File: src/rtl/sys_defs.sv
// -----------------------------------------------------------------------------
// sys_defs
// Shared front-end type and constant definitions.
//   INST       : one RV32 instruction word.
//   FQ_PACKET  : one fetch queue entry (instruction, PC, predecode flags).
//   FQ_DEPTH   : fetch queue depth used by the fetch/dispatch top level.
// -----------------------------------------------------------------------------
package sys_defs;

    typedef logic [31:0] INST;

    typedef struct packed {
        INST         inst;
        logic [31:0] pc;
        logic        cond_branch;
        logic        uncond_branch;
        logic        jump;
        logic        link;
    } FQ_PACKET;

    localparam int FQ_DEPTH = 8;

endpackage : sys_defs

File: src/rtl/fetch_queue.sv
// -----------------------------------------------------------------------------
// fetch_queue
// Circular-buffer instruction queue between predecode and decode/dispatch.
// One enqueue and one dequeue per cycle, valid/ready on both sides, flush
// empties the queue on the next edge.
//
// Ports
//   clock             in   sole clock, rising edge
//   reset_n           in   asynchronous active-low reset
//   flush             in   squash all entries; overrides enqueue/dequeue
//   enq_valid         in   fetch presents an entry
//   enq_inst          in   instruction word
//   enq_pc            in   instruction PC
//   enq_cond_branch   in   predecode flag
//   enq_uncond_branch in   predecode flag
//   enq_jump          in   predecode flag
//   enq_link          in   predecode flag
//   enq_ready         out  queue can accept an entry (count < DEPTH)
//   deq_valid         out  head entry is valid (count != 0)
//   deq_ready         in   dispatch takes the head entry
//   deq_packet        out  head entry, all zero when deq_valid is low
//   count             out  number of occupied entries
// -----------------------------------------------------------------------------
module fetch_queue
    import sys_defs::*;
#(
    parameter int DEPTH = FQ_DEPTH
) (
    input  logic                     clock,
    input  logic                     reset_n,
    input  logic                     flush,
    input  logic                     enq_valid,
    input  INST                      enq_inst,
    input  logic [31:0]              enq_pc,
    input  logic                     enq_cond_branch,
    input  logic                     enq_uncond_branch,
    input  logic                     enq_jump,
    input  logic                     enq_link,
    output logic                     enq_ready,
    output logic                     deq_valid,
    input  logic                     deq_ready,
    output FQ_PACKET                 deq_packet,
    output logic [$clog2(DEPTH):0]   count
);

    localparam int PTR_W = $clog2(DEPTH);
    localparam int CNT_W = PTR_W + 1;
    localparam logic [CNT_W-1:0] DEPTH_CNT = CNT_W'(DEPTH);

    logic [PTR_W-1:0] head;
    logic [PTR_W-1:0] tail;
    logic [CNT_W-1:0] count_reg;
    logic [CNT_W-1:0] count_next;

    FQ_PACKET mem [DEPTH];
    FQ_PACKET enq_packet;

    logic enq_fire;
    logic deq_fire;

    // Status comes from registered count only, so enq_ready never sees
    // deq_ready: a full queue refuses an entry even while it is draining.
    assign enq_ready = (count_reg < DEPTH_CNT);
    assign deq_valid = (count_reg != '0);
    assign count     = count_reg;

    assign enq_fire = enq_valid && enq_ready && !flush;
    assign deq_fire = deq_valid && deq_ready && !flush;

    always_comb begin
        enq_packet               = '0;
        enq_packet.inst          = enq_inst;
        enq_packet.pc            = enq_pc;
        enq_packet.cond_branch   = enq_cond_branch;
        enq_packet.uncond_branch = enq_uncond_branch;
        enq_packet.jump          = enq_jump;
        enq_packet.link          = enq_link;
    end

    always_comb begin
        count_next = count_reg;
        case ({enq_fire, deq_fire})
            2'b10:   count_next = count_reg + CNT_W'(1);
            2'b01:   count_next = count_reg - CNT_W'(1);
            default: count_next = count_reg;
        endcase
    end

    // Pointers are exactly log2(DEPTH) bits wide, so +1 wraps on its own.
    always_ff @(posedge clock or negedge reset_n) begin
        if (!reset_n) begin
            head      <= '0;
            tail      <= '0;
            count_reg <= '0;
        end else if (flush) begin
            head      <= '0;
            tail      <= '0;
            count_reg <= '0;
        end else begin
            if (enq_fire) begin
                tail <= tail + PTR_W'(1);
            end
            if (deq_fire) begin
                head <= head + PTR_W'(1);
            end
            count_reg <= count_next;
        end
    end

    // Entry storage is never reset or cleared; stale data is hidden by
    // the deq_valid mask on the read side.
    always_ff @(posedge clock) begin
        if (enq_fire) begin
            mem[tail] <= enq_packet;
        end
    end

    always_comb begin
        deq_packet = '0;
        if (deq_valid) begin
            deq_packet = mem[head];
        end
    end

endmodule : fetch_queue

File: config.mk
export PLATFORM = sky130hd
export DESIGN_NAME = fetch_queue
export DESIGN_NICKNAME = d
export VERILOG_FILES = /design/src/rtl/sys_defs.sv /design/src/rtl/fetch_queue.sv
export SDC_FILE = /design/constraint.sdc
export NUM_CORES = 1
export LEC_CHECK = 0
export CAP_MARGIN = 20
export CORE_MARGIN = 3
export CORE_UTILIZATION = 32
export CTS_BUF_LIST = sky130_fd_sc_hd__clkbuf_8
export DETAILED_ROUTE_END_ITERATION = 10
export GPL_TIMING_DRIVEN = 0
export PLACE_DENSITY = 0.46
export RECOVER_POWER = 25
export SYNTH_ARGS = -nofsm -noshare
export SYNTH_HDL_FRONTEND = slang
export SYNTH_SLANG_ARGS = --single-unit
File: constraint.sdc
create_clock -name clock -period 7.5 [get_ports clock]
set_clock_uncertainty 0.15 [all_clocks]
set_input_delay 1.5 -clock clock [delete_from_list [all_inputs] [get_ports clock]]
set_output_delay 1.5 -clock clock [all_outputs]
set_load 0.1 [all_outputs]
# After elaboration in Yosys (flattened, before gate mapping)
# Memory sizes are Yosys's and may differ from the RTL's.
# Index checks and enable logic that the tools add are counted.
# classes
n_addsub,4
n_lt_le_gt_ge,1
n_eq_ne,2
muxes,9
n_reduce_logical,9
# ops
operator,n
two-way mux 68 bit,1
two-way mux 3 bit,4
one-hot mux 4 bit (2 select lines),1
"adder 3 x 1 -> 3 bit, second input constant",2
"adder 4 x 1 -> 4 bit, second input constant",1
logical AND 1 bit,4
"< comparator 4 bit, second input constant",1
two-way mux 4 bit,1
nonzero test 2 bit,2
nonzero test 4 bit,1
"subtractor 4 x 1 -> 4 bit, second input constant",1
nonzero test 3 bit,1
"== test 2 x 1 -> 1 bit, second input constant",1
"== test 2 bit, second input constant",1
two-way mux 1 bit,2
zero test 1 bit,1
# totals
ff_bits,10
mem_bits_rw,544
in_bits,73
out_inout_bits,74
word_cells,29
mem_count,1
# mem_list
name,depth,word_bits,rd,rd_ports_with_merged_regs,wr,line,source
mem,8,68,1,0,1,fetch_queue.sv:55,FQ_PACKET mem [DEPTH];

# Longest topological paths before layout
# Gate-level depths: netlist (run 1).
# depth
ltp_word,6
mapped_depth,9
mapped_depth_nobuf,8

# Least setup slack after synthesis (run 1)
# Ideal clock, no wire load.
# synth_path
path_type,input-to-reg
start,input port enq_valid
end,memory mem[0][0] (netlist name) (enable)
setup_time_ns,0.578
arrival_ns,6.719
required_time_ns,6.772
slack_ns,0.053
path_stages,4
n_path_buf,1
cell_sequence,nand2b_1 -> buf_2 -> or3_1 -> nor3_1
# synth_via
elab_chain_len,4
# synth_rtl
item,line,source
"start, declared",fetch_queue.sv:32,"input logic enq_valid,"
logical AND 1 bit (2 in series),fetch_queue.sv:67,assign enq_fire = enq_valid && enq_ready && !flush;
two-way mux 1 bit,fetch_queue.sv:113,if (enq_fire) begin
two-way mux 1 bit (not written as such),fetch_queue.sv:114,mem[tail] <= enq_packet;
"end, declared",fetch_queue.sv:55,
# Every way passes these cells.

==> flow_summary.toml, run 1 <==
[outcome]
outcome = "completed"

[finish]
area_growth_pct = 23.2
fillerInstances = 5763
multiInputGateArea_um2 = 4470
seq_area_um2 = 16600
drive_gt1_share_pct = 24.5
largest_reg_flops = 544
layout.nets = 1293

[synth]
synth_top_family_by_area = "multiplexers"
syn_avg_cell_area_um2 = 22.6
synth.area.top_cells = "edfxtp_1 77%, mux4_2 14%, mux2i_1 3.3%"
yosys.area.top_type_share_pct = 77.0
synth_edf_count = 544
ys.flop_type = "edfxtp_1"
synth_xor_area_share_pct = 0.324
ys_top_cells_by_count = "544 x edfxtp_1, 136 x mux4_2, 82 x nor2_1, 69 x mux2i_1, 20 x clkbuf_1"
ys_ff_latch = 554
synth_fa_ha_area_share_pct = 0.236
synthCells = 938
synth_fp_nets = 1015
yosysTopAreaCell = "edfxtp_1"
yosys.area_share.simple_pct = 2.05
async_flop_share_pct = 1.81
synthesis.area_um2 = 21200
seq_area_frac_synth_pct = 78.2
synth_compound_area_share_pct = 0.484
synth.most_common_cell = "edfxtp_1"
synth_mux_area_share_pct = 17.7
yosysWarningCount = 0
synth_cell_type_count = 32

[floorplanning]
start_util_pct = 32.6
die_x_um = 264
dieHeight_um = 264
placementRows = 93
fp.coreArea_um2 = 65000
pin_count = 147
dieArea_um2 = 69400

[timing]
setup_viol = 0
period_share_pct = 78.6
grt_setup_unrepaired = "no"
worst_slew_pin_slew_ps = 1100
max-slew-margin-rel_pct = 26.4
fin_hold_ws_ps = 469
period_minus_slack_ps = 5900
clock.fmax_mhz = 170
slew_viol_final = 0
final_hold_viol_count = 0

[placed_design]
io_buffer_count = 146
gp_congestion = 0.690
place_hpwl_um = 31700

[setup_path]
cp-end-kind = "primary output"
cp-start-kind = "register"
cp_common_cell = "clkbuf_1"
critPathMaxFanout = 10
cp_slowest_stage_delay_ps = 1220
slowest_stage = "clkdlybuf4s50_1"
required_ps = 5850
path_class = "register to primary output"
path_cells = "clkbuf_1, clkbuf_1, mux4_2, mux2i_1, nor2_1, clkdlybuf4s50_1"
crit_arrival_ps = 4250

[clock_tree]
cts_buffers = 93
clk_path_buf_depth = 3
cts_resized = 0
cts_max_level = 3
ctsHoldBuffers = 0
clk_transition_reported_paths_ps = 60
cts_tree = "built"
clock_sinks = 554
cts_root_buf = "clkbuf_8"
post_cts_buffers = 0
clkLatencyLatePin_ps = 650

[grt]
grt_max_degree = 24
antenna_found_initial = 11
overflow = 0
track_usage_pct = 14.8
grt_pass1_wl_um = 75200
grt_pass1_vias = 11100

[drt]
ant_nets = 0
drt_iter0_drc = 676
drt-pass1-iter-count = 4
vias = 10200
detail_route.wl_per_cell_um = 23.6
wl_um = 51000
drcViolationCount = 0
vias_per_cell = 4.74

[power_and_ir_drop]
report.power.total_uw = 9610
cellPowerDensity_nw_per_um2 = 368
peakVddDrop_mv = 0.280
leakagePower_uw = 0.00816

[flow_run]
cap_violations = 0

[hold_path]
hp-class = "register to register"
==> metal layers <==
metal	track usage, %	vias to the layer above	part of all wire [%]
met2	23.8	236	48
met3	3.55	80	5.3
met4	4.89	2	2.1
met5	0	-	0.018
li1	-	4488	-
met1	19.8	5411	44
==> placed cells by master (no fill, tap or decap), drive strengths merged <==
master,synthesis,routed
edfxtp,544,544
mux4,136,136
clkbuf,20,117
clkdlybuf4s50,0,104
nor2,82,82
mux2i,69,69
buf,28,65
dlygate4sd3,0,42
inv,3,42
clkinv,0,32
dfrtp,10,10
nand2,9,9
diode,0,7
xor2,5,5
ha,4,4
nand2b,3,3
or3,3,3
a21oi,3,3
clkinvlp,0,3
nor3,3,3
xnor2,2,2
nand3,2,2
bufinv,0,2
nor4,1,1
nor2b,1,1
o41ai,1,1
a311o,1,1
o2111ai,1,1
and2,1,1
and3,1,1
o2111a,1,1
a31o,1,1
o31ai,1,1
o211ai,1,1
a31oi,1,1
==> area by class of cell <==
type,instances,share of cell area [%]
Clock inverter,76,1.40
Multi-Input combinational cell,333,17.1
Timing Repair Buffer,183,7.90
Inverter,3,0.0431
Clock buffer,97,5.11
Buffer,48,0.809
Tap cell,855,4.09
Sequential cell,554,63.5
Antenna cell,7,0.0670
==> power breakdown <==
part / internal (uW) / leakage, uW / switching (uW)
sequential: 3490 / 0.00505 / 35.8
combinational: 936 / 0.00211 / 2710
clock: 1270 / 0.00100 / 1170
total: 5700 / 0.00816 / 3920
==> worst max-delay path: cells and delay by family, from the launching register on <==
family	cells	cell delay, ps
simple gates	1	330
mux	2	410
flops	1	370
buf+inv	3	2490
==> logic make-up after synthesis <==
group,count (synthesis)
fa+ha+maj,4
buf+inv,51
mux,205
flops,554
simple gates,106
xor+xnor,7
compound gates,11
==> through the flow <==
stage          instance area (um^2)  util, %  worst slack (ps)  instances  TNS [ps]
6_report                      26100     40.2              1600       2156         0
5_1_grt                       26100     40.2              1420       2150         0
3_5_place_dp                  24400     37.5              2260       1976         0
4_1_cts                       26100     40.2              1490       2149         0
2_1_floorplan                 21200        -              53.4        938         0
3_3_place_gp                  23800     36.5             -6800       1939  -1776390
==> path summary, 6_finish.rpt <==
check	start	endpoint	slack, ps	depth (start not counted)
max in group asynchronous	reset_n	head[0]$_DFFE_PN0P_	5750	1
worst min register to register	tail[0]$_DFFE_PN0P_	tail[0]$_DFFE_PN0P_	470	2
worst min-delay path	tail[0]$_DFFE_PN0P_	tail[0]$_DFFE_PN0P_	470	2
min in group asynchronous	reset_n	tail[2]$_DFFE_PN0P_	1110	1
worst max register to register	count[3]$_DFFE_PN0P_	mem[0][43]$_DFFE_PP_	4080	8
worst max-delay path	head[1]$_DFFE_PN0P_	deq_packet[3]	1600	6
(Power assumes the default switching activity.)
==> run 2: changes to the inputs <==
==> constraint.sdc (replaced) <==
create_clock -name clock -period 5.5 [get_ports clock]
set_clock_uncertainty 0.15 [all_clocks]
set_input_delay 1.1 -clock clock [delete_from_list [all_inputs] [get_ports clock]]
set_output_delay 1.1 -clock clock [all_outputs]
set_load 0.1 [all_outputs]
==> run 2 against run 1 <==
Critical path depth is the same. Largest power group is now sequential cells. Routed wire length shrank 0.28%. Power grew 34%. Global-route usage is essentially flat. Critical endpoint is now deq_packet[54]. Sequential power grew 36%. Register-to-register slack lost 1600 ps. Via count grew 0.21%. Highest routed layer unchanged.
==> flow_summary.toml, run 2 (synthesis results as in run 1) <==
[floorplanning]
pin_count = 147
placementRows = 93
dieArea_um2 = 69400
dieHeight_um = 264
fp.coreArea_um2 = 65000
start_util_pct = 32.6
die_x_um = 264

[grt]
grt_max_degree = 24
antenna_found_initial = 12
overflow = 0
grt_pass1_wl_um = 75600
track_usage_pct = 14.8
grt_pass1_vias = 11100

[setup_path]
cp-end-kind = "primary output"
reg2reg_depth = 6
crit_buf_inv = 3
r2r-end = "mem[6][8]$_DFFE_PP_"
path_cells = "clkbuf_1, buf_1, mux4_2, mux2i_1, nor2_1, clkdlybuf4s50_1"
cpLargestDelayFamily = "buffers and inverters"
cp-start-kind = "register"
cp_slowest_stage_delay_ps = 1140
crit_arrival_ps = 4120
required_ps = 4250
slowest_stage = "clkdlybuf4s50_1"
r2r_slack_ps = 2530
path_class = "register to primary output"
critPathMaxFanout = 10
reg2reg_from = "count[3]$_DFFE_PN0P_"

[timing]
final_hold_viol_count = 0
period_share_pct = 97.6
setup_viol = 0
worst_slew_pin_slew_ps = 1100
fin_hold_ws_ps = 464
max-slew-margin-rel_pct = 27.3
slew_viol_final = 0
period_minus_slack_ps = 5370
clock.fmax_mhz = 186
setup_ws_ps = 132
grt_setup_unrepaired = "yes"

[placed_design]
place_hpwl_um = 32100
io_buffer_count = 146
gp_congestion = 0.682
dp_slack_ps = 527

[clock_tree]
cts_max_level = 3
cts_buffers = 94
clkLatencyLatePin_ps = 650
clock_sinks = 554
ctsHoldBuffers = 0
cts_root_buf = "clkbuf_8"
clk_path_buf_depth = 3
cts_tree = "built"
clk_transition_reported_paths_ps = 60

[hold_path]
min_path_cells = 2
hp-class = "register to register"
hold_path_end = "tail[0]$_DFFE_PN0P_"
holdCritStartpoint = "tail[0]$_DFFE_PN0P_"

[power_and_ir_drop]
leakagePower_uw = 0.00852
cellPowerDensity_nw_per_um2 = 492
peakVddDrop_mv = 0.463

[finish]
post-route-util_pct = 40.2
drive_gt1_share_pct = 24.0
mostFrequentLayoutCells = "544 x edfxtp_1, 136 x mux4_2, 99 x clkbuf_8, 76 x nor2_1, 69 x mux2i_1"
fillerInstances = 5850
area_growth_pct = 23.3
layout_commonest_cell = "edfxtp_1"
largest_reg_flops = 544
layout.nets = 1288

[outcome]
outcome = "completed"

[flow_run]
cap_violations = 0

[drt]
detail_route.wl_per_cell_um = 23.7
drcViolationCount = 0
vias_per_cell = 4.77
drt-pass1-iter-count = 5
ant_nets = 0
vias = 10200
wl_um = 50800
drt_iter0_drc = 622
## run 2: worst max-delay path by stage
| stage | startpoint | to | slack [ps] | cells after the start |
|---|---|---|---|---|
| 2_1_floorplan | enq_valid | mem[2][0]$_DFFE_PP_ | 290 | 4 |
| 6_report | head[1]$_DFFE_PN0P_ | deq_packet[54] | 130 | 6 |
| 4_1_cts | head[1]$_DFFE_PN0P_ | deq_packet[26] | 3 | 6 |
| 3_3_place_gp | enq_valid | mem[2][29]$_DFFE_PP_ | -4040 | 5 |
| 5_1_grt | head[1]$_DFFE_PN0P_ | deq_packet[54] | -130 | 6 |
| 3_5_place_dp | head[1]$_DFFE_PN0P_ | deq_packet[43] | 530 | 6 |
## run 2: power breakdown
group	switching (uW)	internal, uW	total [uW]
combinational	3690	1120	4810
clock	1590	1650	3240
sequential	46.6	4760	4810
total	5320	7540	12900
## run 2: timing repair
item / 4_1_cts / 5_1_grt
resized for setup: 49 / 19
endpoints found under the setup margin: 48 / 19
setup buffers: 0 / 0
## run 2: tightest hold or removal path: stages (launching register included)
cell     delay [ps]
dfrtp_1         410
xor2_1           90
nor2_1           80
## run 2: through the flow
stage	total power, uW	area [um^2]	instances	setup TNS (ps)
2_1_floorplan	8540	21200	938	0
3_3_place_gp	9920	23800	1939	-2050420
3_5_place_dp	9980	24500	1970	0
4_1_cts	13100	26100	2141	0
5_1_grt	13400	26200	2142	-385
6_report	12900	26200	2148	0
## run 2: area by class of cell
| class | count | area (um^2) | area share [%] |
|---|---|---|---|
| antenna | 7 | 17.5 | 0.0669 |
| buffer | 48 | 224 | 0.856 |
| clock buffer | 99 | 1360 | 5.21 |
| clock inverter | 72 | 293 | 1.12 |
| inverter | 3 | 11.3 | 0.0430 |
| multi-input combinational | 333 | 4480 | 17.1 |
| sequential | 554 | 16600 | 63.4 |
| tap | 855 | 1070 | 4.09 |
| timing repair buffer | 177 | 2120 | 8.12 |
## run 2: per-layer routing
layer	global-route usage (%)	vias to the layer above	part of all wire, %
met3	4.28	85	5.4
li1	-	4477	-
met4	3.76	12	1.9
met5	0	-	0.16
met1	20.2	5428	45
met2	23.2	236	47
==> run 3: changes to the inputs <==
--- a/config.mk
+++ b/config.mk
@@ -9,6 +9,7 @@
 export CORE_MARGIN = 3
 export CORE_UTILIZATION = 32
 export CTS_BUF_LIST = sky130_fd_sc_hd__clkbuf_8
+export CTS_CLUSTER_SIZE = 10
 export DETAILED_ROUTE_END_ITERATION = 10
 export GPL_TIMING_DRIVEN = 0
 export PLACE_DENSITY = 0.46
==> results of run 3 <==
Final layout, timing and power as in run 2 (identical DEF).
